===== config.mk =====
export PLATFORM = sky130hd
export DESIGN_NAME = aes128_stream_sequencer
export DESIGN_NICKNAME = d
export VERILOG_FILES = /design/src/rtl/aes128_stream_sequencer.sv
export SDC_FILE = /design/constraint.sdc
export NUM_CORES = 1
export LEC_CHECK = 0
export BUFFER_PORTS_ARGS = -buffer_cell sky130_fd_sc_hd__buf_4
export CORE_MARGIN = 4
export CORE_UTILIZATION = 45
export DETAILED_ROUTE_END_ITERATION = 10
export PLACE_DENSITY = 0.82
export SYNTH_ARGS = -nofsm -noshare
export SYNTH_HDL_FRONTEND = slang
export SYNTH_SLANG_ARGS = --single-unit

===== constraint.sdc =====
create_clock -name clock -period 2.1 [get_ports clock]
set_input_delay 0.42 -clock clock [delete_from_list [all_inputs] [get_ports clock]]
set_output_delay 0.42 -clock clock [all_outputs]
set_load 0.01 [all_outputs]

===== src/rtl/aes128_stream_sequencer.sv =====
// Stream sequencer for an iterative AES128 core: packs 32-bit words into key/plaintext, runs the
// core, then emits the 128-bit result as four words. Optional feature macro: AES_SEQ_KEY_REUSE_EN.
module aes128_stream_sequencer #(
  parameter int unsigned WATCHDOG = 64
) (
  input  logic         clock,
  input  logic         reset,
  input  logic         in_valid,
  output logic         in_ready,
  input  logic [31:0]  in_data,
  input  logic         in_key_load,
  output logic         out_valid,
  input  logic         out_ready,
  output logic [31:0]  out_data,
  output logic         out_last,
  output logic         busy,
  output logic         err,
  output logic         core_ce,
  output logic [127:0] core_data_in,
  output logic [127:0] core_key,
  input  logic [127:0] core_data_out,
  input  logic         core_done
);

  localparam int unsigned WdW = $clog2(WATCHDOG + 1);

  localparam logic [1:0] StLoad  = 2'd0;
  localparam logic [1:0] StRun   = 2'd1;
  localparam logic [1:0] StDrain = 2'd2;

  logic [1:0]     state_q, state_d;
  logic [2:0]     word_cnt_q, word_cnt_d;
  logic [1:0]     out_cnt_q, out_cnt_d;
  logic [127:0]   key_q, key_d;
  logic [127:0]   data_q, data_d;
  logic [127:0]   result_q, result_d;
  logic           started_q, started_d;
  logic [WdW-1:0] wd_cnt_q, wd_cnt_d;
  logic           err_q, err_d;
  logic [2:0]     word_idx;
  logic [6:0]     word_base;
  logic [6:0]     out_base;

`ifndef AES_SEQ_KEY_REUSE_EN
  logic unused_key_load;
  assign unused_key_load = in_key_load;
`endif

  assign in_ready     = (state_q == StLoad);
  assign busy         = (state_q != StLoad);
  assign out_valid    = (state_q == StDrain);
  assign out_last     = out_valid && (out_cnt_q == 2'd3);
  assign out_base     = 7'd127 - {out_cnt_q, 5'd0};
  assign out_data     = result_q[out_base -: 32];
  assign err          = err_q;
  assign core_data_in = data_q;
  assign core_key     = key_q;

  always_comb begin
    state_d    = state_q;
    word_cnt_d = word_cnt_q;
    out_cnt_d  = out_cnt_q;
    key_d      = key_q;
    data_d     = data_q;
    result_d   = result_q;
    started_d  = started_q;
    wd_cnt_d   = wd_cnt_q;
    err_d      = err_q;
    core_ce    = 1'b0;
`ifdef AES_SEQ_KEY_REUSE_EN
    // A block opened without in_key_load skips straight to the data words.
    word_idx = (word_cnt_q == 3'd0 && !in_key_load) ? 3'd4 : word_cnt_q;
`else
    word_idx = word_cnt_q;
`endif
    word_base = 7'd127 - {word_idx[1:0], 5'd0};

    case (state_q)
      StLoad: begin
        if (in_valid) begin
          if (!word_idx[2]) key_d[word_base -: 32] = in_data;
          else              data_d[word_base -: 32] = in_data;
          word_cnt_d = word_idx + 3'd1;
          if (word_idx == 3'd7) begin
            state_d   = StRun;
            wd_cnt_d  = '0;
            started_d = 1'b0;
          end
        end
      end
      StRun: begin
        // Holding ce low while done is seen stops the core from restarting.
        core_ce = !(started_q && core_done);
        if (started_q && core_done) begin
          result_d  = core_data_out;
          started_d = 1'b0;
          out_cnt_d = 2'd0;
          state_d   = StDrain;
        end else begin
          if (!core_done) started_d = 1'b1;
          wd_cnt_d = wd_cnt_q + 1'b1;
          if (wd_cnt_d == WdW'(WATCHDOG)) begin
            err_d      = 1'b1;
            started_d  = 1'b0;
            word_cnt_d = 3'd0;
            state_d    = StLoad;
          end
        end
      end
      StDrain: begin
        if (out_ready) begin
          out_cnt_d = out_cnt_q + 2'd1;
          if (out_cnt_q == 2'd3) state_d = StLoad;
        end
      end
      default: state_d = StLoad;
    endcase

    if (reset) core_ce = 1'b0;
  end

  always_ff @(posedge clock) begin
    if (reset) begin
      state_q    <= StLoad;
      word_cnt_q <= '0;
      out_cnt_q  <= '0;
      key_q      <= '0;
      data_q     <= '0;
      result_q   <= '0;
      started_q  <= 1'b0;
      wd_cnt_q   <= '0;
      err_q      <= 1'b0;
    end else begin
      state_q    <= state_d;
      word_cnt_q <= word_cnt_d;
      out_cnt_q  <= out_cnt_d;
      key_q      <= key_d;
      data_q     <= data_d;
      result_q   <= result_d;
      started_q  <= started_d;
      wd_cnt_q   <= wd_cnt_d;
      err_q      <= err_d;
    end
  end

endmodule


* After elaboration in Yosys (flattened, before gate mapping)
Index checks and enable logic that the tools add are counted.
Word-level totals: register bits 400, logic and storage cells 78
Cells by class: add/subtract/negate cells 6, equality and inequality tests 14, shifts and indexed selects 3, mux-type cells 28, bitwise operators 2, reduce and logical (&&, ||, !) cells 16
Operators with widths (number):
- $bwmux 128 | 2
- $shift 32x9->159 const A | 1
- $shiftx 159x8->32 | 1
- $shiftx 32x9->159 | 1
- $mux 7 | 3
- $mux 2 | 8
- $pmux 7 s2 | 1
- $sub 7x7->7 const A | 2
- $reduce_and 3->1 | 4
- $reduce_and 4->1 | 3
- $mux 3 | 3
- $neg 7->9 | 1
- $ne 2x2->1 const B | 4
- $add 7x1->7 const B | 1
- $eq 7x7->1 const B | 1
- $mux 1 | 7
- $ne 2x1->1 const B | 3
- $pmux 2 s3 | 1
- $pmux 3 s2 | 1
- $reduce_bool 2->1 | 3
- $reduce_and 5->1 | 1
- $eq 2x2->1 const B | 2
- $ne 4x4->1 const B | 1
- $pmux 2 s2 | 1
- 11 further kinds | 13

* Longest topological paths before layout
Gate-level depths: netlist of the first run.
word-level depth 5, mapped depth 7, gate-level depth less buffers 6

* Worst setup path after synthesis of the first run
Ideal clock, no wire load.
path type reg-to-output, start register out_cnt_q[0], end output port out_data[10], data arrival time 1.372 ns, required time 1.680 ns, slack 0.308 ns, cell stages (with the launch flop) 4, cell sequence dfxtp_1 buf_2 buf_2 mux4_2
Between the ends: word-level cells in the longest chain between the ends 2
RTL lines:
- start, declared | line 33 | logic [1:0] out_cnt_q, out_cnt_d;
- start signal, assigned | line 136 | out_cnt_q <= out_cnt_d;
- $sub 7x7->7 | line 53 | assign out_base = 7'd127 - {out_cnt_q, 5'd0};
- $shiftx 159x8->32 | line 54 | assign out_data = result_q[out_base -: 32];
- end, declared | line 14 | output logic [31:0] out_data,
No other way between the ends.

* Worst setup path after layout of the first run
start register out_cnt_q[0], end output port out_data[11]
The elaborated chain is that of the path after synthesis.

==> key figures, run 1 <==
Finish
  • Share of cells above drive strength 1: 27.4%
  • Sequential Area: 8010 sq um
  • Area added between synthesis and finish: 34.8%
  • Final instance area: 20,900 sq um
  • FILL cells: 2,746
  • Nets: roughly 2,400
  • Multi-input gate area: 6610 sq um
  • Inserted Diodes: 0

STA
  • Setup_tns: -5600 ps
  • Minimum clock period after layout: 2290 ps
  • RSZ-0062 raised after global routing: true
  • Rel. slew slack: around 51%
  • Max Transition Viols Final: 0
  • Max Clock Freq: around 440 MHz
  • Worst Tran Pin Value: 734 ps
  • Setup ws final: -194 ps
  • Worst hold slack: 117 ps
  • Final hold violation count: 0
  • Setup violations, final: 33
  • Fin Clk Skew: 21.9 ps
  • Fin crit share: 109%

Critical path
  • Crit Path Class: reg2out
  • CP Max Fanout: 5
  • CP max stage delay: approximately 540 ps
  • CP cell instances: buf_12, mux4_2, buf_6
  • Crit path required time: about 1700 ps
  • Reg-to-reg startpoint: word_cnt_q[1]
  • CP arrival: ~1900 ps
  • Critical Path End Type: output port
  • Reg2reg path depth: 7
  • Family with the most delay on the worst path: multiplexers
  • Number of buffers and inverters on the critical path: 2
  • Slowest stage cell, crit path: mux4_2
  • CP Launch Type: flop
  • Worst reg2reg endpoint: core_data_in[70]
  • R2r setup slk: between 200 and 300 ps

Global route
  • Global route overflow: 0
  • Initial antenna violation count: 0
  • Largest net degree at the start of global routing: 151
  • Total GRT Usage: roughly 26%
  • Vias in the first global route: 14,400
  • First-pass GRT wire length: ~79,000 um

Outcome
  • Failing checks: negative setup slack
  • Status: finished, violations left

Yosys
  • Yosys warning count: 0
  • Synthesized area per cell: 8.22 sq um
  • Gate Count Post-Synth: 1,889
  • Yosys reg bits: 400
  • Synth Cell Area: 15,500 sq um
  • Unique masters post-synth: between 40 and 50
  • Synthesized Nets: 2,062
  • Seq/Total Area, Yosys: 51.6%

Power and ir drop
  • Total power: 16.3 mW
  • Power Density: 780 nW/um^2
  • Max VDD drop: approximately 0.52 mV
  • Leakage power: 7.89 nW

Die
  • Full die area: 37,500 sq um
  • Initial core utilization: 46.0%
  • Die span in y: 194 um
  • Die X: 194 um
  • Number of core rows: 67
  • # IOs: 460
  • Placeable core area: 33,800 sq um

Clock tree
  • Clk sinks: 400
  • # H-tree levels: 2
  • Clk buf depth: 3
  • Clk root buf: clkbuf_16
  • CTS Buf Count: 41
  • Worst-skew pair later-pin latency: 550 ps
  • Clock-pin slew on the worst setup and hold paths: 60 ps
  • Clock tree from TritonCTS: built

Place
  • Port Buffers: 458
  • GPL Wtd Cong: 0.857
  • Placed cell area: 19,200 sq um
  • Post-detail-place hpwl: 35,000 um

Route
  • Total Wirelength: approximately 53,000 um
  • Pre-antenna DRT Iters: 5
  • ANT nets after route: 0
  • Vias: around 15,000
  • DRC: 0
  • Starting DRT DRC Count: 1,143
  • WL/cell: 19.3 um
  • DR vias/cell: around 5.6

Min path
  • Hold Path Sink: result_q[103]
  • Hold path start: core_data_out[103]
  • Type of the worst min-delay path: in2reg
  • Hold path depth: 3

Run
  • Max cap viols: 0
==> logic make-up after synthesis <==
| kind of cell | after synthesis | share of synthesized area, % |
|---|---|---|
| compound gates | 421 | 14.0 |
| mux | 33 | 4.71 |
| fa+ha+maj | 7 | 0.564 |
| simple gates | 822 | 22.7 |
| buf+inv | 204 | 6.31 |
| flops | 400 | 51.6 |
| xor+xnor | 2 | 0.113 |
==> flip-flops by register name, indices dropped and copies added (netlist names) <==
register / count
core_data_in: 128
core_key: 128
err: 1
out_cnt_q: 2
result_q: 128
started_q: 1
state_q: 2
wd_cnt_q: 7
word_cnt_q: 3
==> power by group <==
group	total, mW	internal (mW)	switching (mW)
Combinational	0.936	0.366	0.570
Clock	7.72	4.65	3.07
Sequential	7.67	7.64	0.0313
Total	16.3	12.7	3.67
==> per-layer routing <==
layer  vias up  routed length, um  track usage [%]  part of all wire (%)
met5         -                  0                0                     0
met3       157               5530             7.56                    11
met4         0               3100             14.2                   5.9
met2       819              25200             43.5                    48
li1       7066                  -                -                     -
met1      7118              18700             29.8                    36
==> per-stage QoR <==
| stage | util (%) | setup WS [ps] | std cells |
|---|---|---|---|
| 2_1_floorplan | - | 308 | 1889 |
| 3_3_place_gp | 56.9 | 304 | 2638 |
| 3_5_place_dp | 56.9 | 300 | 2638 |
| 4_1_cts | 61.7 | -202 | 2716 |
| 5_1_grt | 61.9 | -239 | 2719 |
| 6_report | 61.9 | -194 | 2719 |
==> area by class of cell <==
class / instances / share of cell area, %
Sequential cell: 400 / 38.3
Multi-Input combinational cell: 1285 / 31.6
Timing Repair Buffer: 506 / 20.5
Clock buffer: 57 / 5.57
Tap cell: 448 / 2.68
Clock inverter: 18 / 1.27
Inverter: 5 / 0.0897
==> worst max path at each step <==
stage	startpoint	endpoint	slack, ps	cells past startpoint
5_1_grt	out_cnt_q[0]	out_data[11]	-240	3
4_1_cts	out_cnt_q[0]	out_data[11]	-200	3
2_1_floorplan	out_cnt_q[0]	out_data[10]	310	3
6_report	out_cnt_q[0]	out_data[11]	-190	3
3_3_place_gp	out_cnt_q[0]	out_data[11]	300	3
3_5_place_dp	word_cnt_q[1]	core_data_in[70]	300	7
==> worst reg2reg max path, cell delays in order, from the launching register on <==
cell	delay, ps
dfxtp_1	310
buf_4	160
inv_1	200
ha_1	270
and3_1	170
buf_4	360
nand3_1	150
a21oi_1	160
==> cell usage after synthesis (all sizes together) <==
library cell  count  share of area [%]
o21ai             4               0.13
and4b             1              0.064
ha                7               0.56
nand2           522                 13
nand3b            3               0.15
a211o             2               0.11
and2              6               0.24
xor2              1              0.056
and3              5               0.20
a32oi             1              0.056
nand2b            1              0.040
o2111ai           1              0.056
nor2b             3               0.14
a21bo             1              0.064
xnor2             1              0.056
buf              66                3.0
a21o              1              0.048
mux2i             1              0.064
a311oi            1              0.056
a22oi             1              0.048
nor4b             1               0.15
nor2             11               0.30
nand3           264                8.5
a21oi           395                 13
o31ai             1              0.048
a2bb2oi           2               0.11
inv               5               0.12
a41oi             1              0.056
nand4b            1              0.056
clkbuf          133                3.2
nand4             2              0.081
nor3b             2               0.16
dfxtp           400                 52
mux4             32                4.6
o2bb2ai           1              0.056
a211oi            6               0.29
a22o              3               0.17
==> cells in the final DEF, fill, tap and decap left out, types with 3 or more instances in the layout <==
master / synthesis / routed
nand2_1: 522 / 522
buf_4: 20 / 444
dfxtp_1: 400 / 397
a21oi_1: 395 / 395
nand3_1: 264 / 263
clkbuf_16: 0 / 43
buf_6: 13 / 34
mux4_2: 32 / 32
buf_12: 0 / 22
clkbuf_1: 133 / 8
clkinv_2: 0 / 8
clkbuf_8: 0 / 8
nor2_1: 9 / 7
a211oi_1: 6 / 6
ha_1: 7 / 6
bufinv_16: 0 / 6
inv_1: 5 / 5
and2_1: 6 / 5
and3_1: 5 / 5
nor2_4: 0 / 4
o21ai_0: 4 / 4
nand3b_1: 3 / 3
a22o_1: 3 / 3
inv_6: 0 / 3
==> timing repair <==
action | in CTS | in global routing
setup buffers | 1 | 1
hold buffers | 0 | 0
hold endpoints to repair | 0 | 0
resized for setup | 40 | 6
endpoints found under the setup margin | 35 | 35
cloned | 2 | 2
pin swaps | 0 | 1
(Power assumes the default switching activity.)
==> run 2, diff against run 1 <==
CTS_BUF_LIST = sky130_fd_sc_hd__clkbuf_8   (was default)
GPL_ROUTABILITY_DRIVEN = 0   (was default)
==> run 2 against run 1 <==
The flow still finishes with violations (negative setup slack). Via count increased by 0.16%. Die area unchanged. Final cell count increased by 1.4%. Critical path depth unchanged. Routed wire length decreased by 1.1%. Highest routed layer unchanged. Sequential cell count unchanged. Critical endpoint unchanged. Maximum frequency decreased by 0.79%.
==> key figures, run 2 (synthesis gave the netlist of run 1 again) <==
Outcome
  • Status: finished, violations left
  • Failing checks: negative setup slack

STA
  • Final hold violation count: 0
  • Max Clock Freq: 433 MHz
  • Setup violations, final: 33
  • RSZ-0062 raised after global routing: true
  • Minimum clock period after layout: between 2000 and 2500 ps
  • Fin crit share: 110%
  • Rel. slew slack: a little over half
  • Fin Clk Skew: 23.9 ps
  • Max Transition Viols Final: 0
  • Setup ws final: -212 ps
  • Worst Tran Pin Value: between 600 and 700 ps

Run
  • Max cap viols: 0

Route
  • DRC: 0
  • WL/cell: 18.9 um
  • DR vias/cell: 5.51
  • Starting DRT DRC Count: 1,165
  • Pre-antenna DRT Iters: 7
  • Total Wirelength: 52,000 um
  • Vias: ~15,000
  • ANT nets after route: 0

Place
  • Port Buffers: 458
  • Pre-CTS WS: around 300 ps
  • Post-detail-place hpwl: 35,000 um
  • Placed cell area: around 19,000 sq um

Clock tree
  • CTS Buf Count: 67
  • Clk sinks: 400
  • Clk buf depth: 3
  • Hold_buf cts: 0
  • Clock tree from TritonCTS: built
  • # H-tree levels: 3
  • Clk root buf: clkbuf_8
  • Clock-pin slew on the worst setup and hold paths: 60 ps
  • Worst-skew pair later-pin latency: 590 ps

Critical path
  • Slowest stage cell, crit path: mux4_2
  • Crit Path Class: reg2out
  • CP cell instances: buf_12, mux4_2, buf_6
  • Family with the most delay on the worst path: multiplexers
  • Reg2reg path depth: 5
  • CP max stage delay: 560 ps
  • Stages on worst setup path: 3
  • Crit path required time: 1680 ps
  • CP Max Fanout: 9
  • CP Launch Type: flop
  • CP arrival: 1890 ps
  • Critical Path End Type: output port
  • Number of buffers and inverters on the critical path: 2

Finish
  • Area added between synthesis and finish: 33.7%
  • Final core utilization: 61.5%
  • Share of cells above drive strength 1: 28.2%
  • Most common cell after layout, fill and taps aside: nand2_1
  • Inserted Diodes: 0
  • Final instance area: 20,800 sq um
  • Commonest cells after routing, fill and taps aside: 522 x nand2_1, 444 x buf_4, 397 x dfxtp_1
  • Nets: 2,435

Power and ir drop
  • Max VDD drop: 0.455 mV
  • Total power: 15.5 mW
  • Leakage power: 7.90 nW
  • Power Density: 744 nW/um^2

Die
  • Initial core utilization: 46.0%
  • Die span in y: between 150 and 200 um
  • Die X: 194 um
  • Number of core rows: 67
  • # IOs: 460
  • Full die area: 37,500 sq um
  • Placeable core area: between 30,000 and 40,000 sq um

Global route
  • Initial antenna violation count: 0
  • Vias in the first global route: 14,400
  • Largest net degree at the start of global routing: ~150
  • First-pass GRT wire length: around 79,000 um
  • Total GRT Usage: between 20% and 30%
  • Global route overflow: 0

Min path
  • Hold path depth: 3
  • Type of the worst min-delay path: in2reg
[run 2: layer usage]
metal / GRT usage [%] / wire length, um / up-vias
met5: 0 / 0 / -
met4: 12.5 / 2470 / 0
met3: 8.20 / 5640 / 149
met2: 43.8 / 25200 / 815
met1: 29.6 / 18700 / 7088
li1: - / - / 7132
[run 2: tightest hold or removal path: stages]
cell     delay, ps
buf_4          110
nand2_1         40
a21oi_1         50
[run 2: layout make-up]
class | instances | area (sq um)
clock buffer | 87 | 1200
clock inverter | 29 | 145
fill | 2764 | 13000
inverter | 5 | 18.8
multi-input combinational | 1285 | 6600
sequential | 400 | 8020
tap | 448 | 561
timing repair buffer | 503 | 4230
[run 2: final timing paths]
check	slack [ps]	startpoint	end
max	-210	out_cnt_q[0]	out_data[11]
min	90	core_data_out[103]	result_q[103]
max reg2reg	250	word_cnt_q[2]	wd_cnt_q[3]
min reg2reg	450	result_q[34]	result_q[34]
[run 2: where the power goes]
part | switching (mW) | total [mW] | internal (mW)
clock network | 3.13 | 6.85 | 3.72
registers | 0.0308 | 7.67 | 7.64
logic | 0.568 | 0.933 | 0.366
total | 3.72 | 15.5 | 11.7
[run 2: stage by stage]
stage / instances / TNS, ps / hold slack (ps)
floorplan: 1889 / 0 / 433
global placement: 2638 / 0 / 438
detailed placement: 2638 / 0 / 444
CTS: 2757 / -7400 / 54.3
global route: 2757 / -8310 / 65.3
finish: 2757 / -5730 / 86.6
[run 2: timing repair]
item / 4_1_cts / 5_1_grt
endpoints found under the setup margin: 35 / 34
setup buffers: 1 / 0
resized for setup: 40 / 4
pin swaps: 1 / 0
cloned: 2 / 0
